===== config.mk =====
export PLATFORM = sky130hd
export DESIGN_NAME = led_scroll_controller
export DESIGN_NICKNAME = d
export VERILOG_FILES = /design/src/rtl/led_scroll_controller.sv
export SDC_FILE = /design/constraint.sdc
export NUM_CORES = 1
export LEC_CHECK = 0
export ABC_AREA = 1
export BUFFER_PORTS_ARGS = -buffer_cell sky130_fd_sc_hd__buf_2
export CAP_MARGIN = 25
export CORE_MARGIN = 3
export CORE_UTILIZATION = 45
export DETAILED_ROUTE_END_ITERATION = 7
export PLACE_DENSITY = 0.71
export SLEW_MARGIN = 0
export SYNTH_ARGS = -nofsm -noshare
export SYNTH_HDL_FRONTEND = slang
export SYNTH_SLANG_ARGS = --single-unit

===== constraint.sdc =====
create_clock -name clk -period 1.3 [get_ports clk]
set_input_delay 0.13 -clock clk [delete_from_list [all_inputs] [get_ports clk]]
set_output_delay 0.13 -clock clk [all_outputs]
set_load 0.005 [all_outputs]

===== src/rtl/led_scroll_controller.sv =====
// Four-digit seven-segment sequencer: anode multiplexing with a per-slot blank cycle,
// message index generation, and a scroll offset advanced by auto timer or debounced button.
module led_scroll_controller #(
  parameter int DIGIT_TICKS     = 16,
  parameter int FRAMES_PER_STEP = 64,
  parameter int DEBOUNCE_CYCLES = 8,
  parameter int MSG_LEN         = 16
) (
  input  logic       clk,
  input  logic       reset,
  input  logic       button,
  input  logic       auto_en,
  output logic [3:0] an,
  output logic [3:0] msg_addr,
  output logic [3:0] offset,
  output logic       blank
);
  localparam int TW = $clog2(DIGIT_TICKS);
  localparam int FW = $clog2(FRAMES_PER_STEP + 1);
  localparam int DW = $clog2(DEBOUNCE_CYCLES + 1);

  localparam logic [TW-1:0] TICK_LAST  = TW'(DIGIT_TICKS - 1);
  localparam logic [FW-1:0] FRAME_LAST = FW'(FRAMES_PER_STEP - 1);
  localparam logic [DW-1:0] DB_LAST    = DW'(DEBOUNCE_CYCLES - 1);
  localparam logic [3:0]    OFF_LAST   = 4'(MSG_LEN - 1);

  logic [TW-1:0] tick_cnt_q, tick_cnt_d;
  logic [1:0]    digit_q, digit_d;
  logic [FW-1:0] frame_cnt_q, frame_cnt_d;
  logic [3:0]    offset_q, offset_d;
  logic          step_pending_q, step_pending_d;
  logic          sync1_q, sync2_q;
  logic [DW-1:0] db_cnt_q, db_cnt_d;
  logic          db_lvl_q, db_lvl_d;
  logic          db_rise, frame_end, auto_step;
  logic [4:0]    addr_sum;

  always_comb begin
    // Debounce: count consecutive synchronized samples that disagree with the accepted level
    db_cnt_d = '0;
    db_lvl_d = db_lvl_q;
    db_rise  = 1'b0;
    if (sync2_q != db_lvl_q) begin
      if (db_cnt_q == DB_LAST) begin
        db_lvl_d = ~db_lvl_q;
        db_rise  = ~db_lvl_q;
      end else begin
        db_cnt_d = db_cnt_q + DW'(1);
      end
    end

    frame_end  = (tick_cnt_q == TICK_LAST) && (digit_q == 2'd3);
    tick_cnt_d = (tick_cnt_q == TICK_LAST) ? '0 : tick_cnt_q + TW'(1);
    digit_d    = (tick_cnt_q == TICK_LAST) ? digit_q + 2'd1 : digit_q;

    // A rise coinciding with the boundary only arms the next frame's step
    frame_cnt_d    = frame_cnt_q;
    offset_d       = offset_q;
    step_pending_d = step_pending_q | db_rise;
    auto_step      = 1'b0;
    if (frame_end) begin
      if (auto_en) begin
        if (frame_cnt_q == FRAME_LAST) auto_step = 1'b1;
        else frame_cnt_d = frame_cnt_q + FW'(1);
      end
      if (auto_step || step_pending_q) begin
        offset_d       = (offset_q == OFF_LAST) ? 4'd0 : offset_q + 4'd1;
        frame_cnt_d    = '0;
        step_pending_d = db_rise;
      end
    end
  end

  always_ff @(posedge clk) begin
    if (reset) begin
      tick_cnt_q     <= '0;
      digit_q        <= '0;
      frame_cnt_q    <= '0;
      offset_q       <= '0;
      step_pending_q <= 1'b0;
      sync1_q        <= 1'b0;
      sync2_q        <= 1'b0;
      db_cnt_q       <= '0;
      db_lvl_q       <= 1'b0;
    end else begin
      tick_cnt_q     <= tick_cnt_d;
      digit_q        <= digit_d;
      frame_cnt_q    <= frame_cnt_d;
      offset_q       <= offset_d;
      step_pending_q <= step_pending_d;
      sync1_q        <= button;
      sync2_q        <= sync1_q;
      db_cnt_q       <= db_cnt_d;
      db_lvl_q       <= db_lvl_d;
    end
  end

  assign addr_sum = {1'b0, offset_q} + {3'b000, digit_q};
  assign msg_addr = 4'(addr_sum % 5'(MSG_LEN));
  assign offset   = offset_q;
  assign blank    = (tick_cnt_q == '0);
  assign an       = blank ? 4'b1111 : ~(4'b1000 >> digit_q);

endmodule


After elaboration in Yosys (flattened, before gate mapping) --
Index checks and enable logic that the tools add are counted. W data, S select, Z words.
Word-level totals: register bits after elaboration 25, input port bits 4
Cells by class: bitwise logic cells 4, eq/ne operators 7, shift-type cells 1, $add $sub $neg 6, multiplexer cells 12, reductions and logical operators 9
Operators by type and width (count):
- $mux W7 | 3
- $add A4 B1 Y4 const B | 3
- $eq A4 B4 Y1 const B | 2
- $mux W4 | 2
- $add A7 B1 Y7 const B | 1
- $eq A7 B6 Y1 const B | 1
- $mux W1 | 7
- $add A4 B2 Y4 | 1
- $eq A4 B3 Y1 const B | 1
- $logic_not A4 Y1 | 1
- $not A4 Y4 | 1
- $reduce_and A2 Y1 | 2
- $shr A4 B2 Y4 const A | 1
- $reduce_and A3 Y1 | 1
- $reduce_or A3 Y1 | 1
- $add A2 B1 Y2 const B | 1
- $eq A2 B2 Y1 const B | 1
- $ne A2 B1 Y1 const B | 1
- $not A1 Y1 | 2
- $reduce_bool A2 Y1 | 1
- $reduce_or A2 Y1 | 1
- $logic_and A1 B1 Y1 | 1
- $logic_or A1 B1 Y1 | 1
- $ne A1 B1 Y1 | 1
- $or A1 B1 Y1 | 1

Depth between registers and ports, before layout --
word-level depth 7, gate-level depth with buffers 9, gate-level depth less buffers 9

Least setup slack after synthesis --
No wires, ideal clock.
path type register -> register, start reg frame_cnt_q[0], end reg frame_cnt_q[6], clock period less this slack 1277 ps, arrival 1161 ps, slack 23 ps, path buffers 0, required time 1184 ps, setup time 116 ps, stages on the path, launching flop included 9, cell sequence dfxtp_1 -> ha_1 -> nand3_1 -> inv_1 -> nand2_1 -> nand2_1 -> nand2_2 -> nand2_2 -> nor2_1
Between the ends: longest elaborated chain between the ends 7, elaborated cells between the ends (all ways) 12
RTL lines:
- start, declared | line 29 | logic [FW-1:0] frame_cnt_q, frame_cnt_d;
- start signal, assigned | line 88 | frame_cnt_q <= frame_cnt_d;
- $eq A7 B6 Y1 | line 63 | if (frame_cnt_q == FRAME_LAST) auto_step = 1'b1;
- $mux W1 | line 63
- $mux W1 | line 62 | if (auto_en) begin
- $mux W1 | line 61 | if (frame_end) begin
- $logic_or A1 B1 Y1 | line 66 | if (auto_step || step_pending_q) begin
- $ne A2 B1 Y1 (no line) / $reduce_bool A2 Y1 (equally long branches)
- $reduce_and A3 Y1 (no line)
Parallel ways exist; a longest one is shown, timed or not. The select of a mux whose other input is x is not followed. A chain may end at the register's enable or synchronous reset.

Worst setup path after layout --
start reg offset_q[0] (netlist: offset[0]), end out msg_addr[1]
Between the ends: longest elaborated chain between the ends 1
RTL lines:
- start, declared | line 30 | logic [3:0] offset_q, offset_d;
- start signal, assigned | line 89 | offset_q <= offset_d;
- $add A4 B2 Y4 | line 98 | assign addr_sum = {1'b0, offset_q} + {3'b000, digit_q};
- end, declared | line 14 | output logic [3:0] msg_addr,
Every way passes these cells.

==> flow_summary_export.csv <==
group,metric,value,unit
routing,firstDrtPassIters,4,
die,die-area,3595,µm²
yosys,syn_area_per_cell,7.572,µm²
placement,dp_hpwl,1.989,mm
yosys,ys_ff_latch,25,
status,violations,"setup timing",
timing,max_slew_margin,75.87,%
die,die_y,59.96,µm
worst_setup_path,r2r_end,"frame_cnt_q[6]",
routing,viasPerCell,5.157,
clock_tree,cts_tree,"built",
yosys,ys_seq_area_share,38.20,%
clock_tree,clk_pin_slew,0.15,ns
yosys,syn_inst,173,
die,initial_utilization,50.14,%
clock_tree,cts_buffers,3,
timing,tns,-2.897,ns
worst_setup_path,cp-end-kind,"output port",
routing,wire_per_inst,14.60,µm
worst_hold_path,hp-class,"in2reg",
worst_setup_path,r2r_slack,-0.14,ns
worst_setup_path,critPathKind,"reg2out",
yosys,synth_top_cell_by_area,"dfxtp_1",
cells_and_area,n_antenna_cell,0,
timing,min_period,1.719,ns
routing,finalWirelength,3.709,mm
timing,tightest_slew,0.3616,ns
cells_and_area,regArea,511.7,µm²
clock_tree,clock_latency,0.34,ns
yosys,yosysMostFrequentCell,"nand2_1",
yosys,synthTopCellsByArea,"dfxtp_1 (38%), ha_1 (11%), nand2_1 (10%)",
placement,io_buffers,16,
placement,gp_congestion,0.7463,
yosys,synth_cell_types,21,
worst_setup_path,critPathArrivalTime,1.59,ns
routing,route.vias.total,1310,
timing,layout_setup_ws,-0.4186,ns
die,die_w,59.96,µm
timing,holdWs,0.08335,ns
global_route,grt_pass1_wl,5.299,mm
timing,grt_setup_unrepaired,"true",
yosys,synth_commonest_cells,"nand2_1 (35), inv_1 (27), dfxtp_1 (25)",
job,max_cap_violations,0,
yosys,synth_top_cell_area_share,38.20,%
routing,drtIter0Drc,60,
cells_and_area,drive_above_1_share,46.88,%
worst_hold_path,hp-start,"reset",
cells_and_area,nets,241,
routing,ant_nets,0,
pwr,power_density,670.7,nW/µm²
pwr,ir_drop,995.2,µV
yosys,synth_top_flop_cell,"dfxtp_1",
status,status,"complete, but fails checks",
worst_setup_path,crit_required,1.17,ns
yosys,synth_area,1310,µm²
yosys,synth_nets,189,
routing,drc,0,
global_route,grt_pass1_vias,1259,
global_route,track_usage,19.69,%
timing,hold_viol_final,0,
die,core,2613,µm²
cells_and_area,fillers,161,
yosys,synth-edff-count,0,
clock_tree,htreeDepth,1,
timing,period_share,132.2,%
placement,post-place-ws,-0.03991,ns
clock_tree,clockBufferDepth,2,
pwr,cellLeakagePower,0.0009071,µW
worst_hold_path,min_to,"offset[2]",
worst_setup_path,crit_path_start_kind,"flop",
clock_tree,clock_sinks,25,
worst_hold_path,min_path_cells,2,
cells_and_area,final_core_util,76.77,%
yosys,synthArstFlopShare,0,%
cells_and_area,syn_to_final_growth,53.10,%
yosys,ys_warn_count,0,
global_route,grt_overflow_total,0,
cells_and_area,multi_input_area,924.6,µm²
clock_tree,cts-root-buf,"clkbuf_4",
global_route,grt_max_degree,17,
timing,setup_viol,19,
worst_setup_path,crit_fanout,2,
timing,fmax,0.5819,GHz
die,rows,18,
timing,maxSlewViolCount,0,
worst_setup_path,reg2regPathDepth,9,
timing,finClkSkew,0.003556,ns
die,ioPinCount,17,
worst_setup_path,r2r_start,"digit_q[1]",
global_route,grt_antenna_before_repair,0,
[routing by layer]
layer	share of wire (%)	vias up	track usage (%)
met5	0	-	0
met4	3.2	0	8.544
met3	4.9	14	4.320
met2	54	45	37.50
met1	37	607	20.13
li1	-	644	-
[worst max-delay path, stage by stage, from the launching register on]
cell     delay, ns
dfxtp_2       0.38
ha_4          0.14
inv_2         0.04
fa_2          0.53
inv_1         0.04
buf_2         0.11
[flip-flops by register name (all words and copies together), names as in the netlist]
name / cells
tick_cnt_q: 4
db_cnt_q: 4
frame_cnt_q: 7
digit_q: 2
sync2_q: 1
db_lvl_q: 1
offset: 4
step_pending_q: 1
sync1_q: 1
[worst max-delay path by stage]
| stage | slack (ns) | from | end |
|---|---|---|---|
| 2_1_floorplan | 0.02 | frame_cnt_q[0] | frame_cnt_q[6] |
| 3_3_place_gp | -0.006 | digit_q[0] | msg_addr[2] |
| 3_5_place_dp | -0.04 | digit_q[0] | msg_addr[2] |
| 4_1_cts | -0.36 | digit_q[0] | msg_addr[2] |
| 5_1_grt | -0.46 | digit_q[0] | msg_addr[2] |
| 6_report | -0.42 | offset[0] | msg_addr[1] |
[layout by cell type, fill, tap and decap left out]
cell type      instances
nand3_4                2
nor2_2                 4
inv_6                  1
o21ai_0                4
xor2_1                 4
xnor2_1                2
nand3b_1               1
clkbuf_4               3
a21oi_4                1
nor2_4                 2
buf_6                 13
dfxtp_1               16
inv_8                  1
dfxtp_2                9
o21ai_1                2
nand4_4                1
nor2_1                18
fa_2                   1
nand3_2                3
nand2_4                4
ha_4                   7
buf_2                 14
nor3b_1                1
inv_2                  2
inv_4                  3
nand4_1                1
buf_4                 21
nand3_1               10
nand2_1               27
inv_1                 21
o21bai_4               1
nand2_2                6
a21oi_2                4
ha_1                   4
a21oi_1                7
dlygate4sd3_1          1
xor2_2                 2
[stage by stage]
step                area (µm²)  cells  total power (µW)
floorplan                 1310    173             853.9
global placement          1575    238             888.4
detailed placement        1575    238             892.7
CTS                       1876    251              1337
global route              2006    254              1407
finish                    2006    254              1345
[kinds of logic after synthesis]
logic type / Yosys count / synth area share (%)
compound gates: 19 / 7.450
xor+xnor: 8 / 5.349
fa+ha+maj: 12 / 12.03
buf+inv: 29 / 8.501
flops: 25 / 38.20
simple gates: 80 / 28.46
[repair_timing]
action	in CTS	in global routing
hold buffers	1	0
endpoints found under the setup margin	16	22
buffers inserted	8	5
endpoints found under the hold margin	1	0
pin swaps	15	10
resized for setup	50	30
[power breakdown]
group          internal [µW]  switching (µW)
sequential               780            11.3
combinational           78.8            81.3
clock                    126             268
[final cells by class]
cell class / instances / share of cell area [%]
multi-input cells: 119 / 46.10
well taps: 30 / 1.871
inverters: 27 / 5.802
clock inverters: 1 / 0.4367
clock buffers: 3 / 1.123
repair buffers: 49 / 19.15
flip-flops and latches: 25 / 25.51
Power figures use the tool's default switching activity.
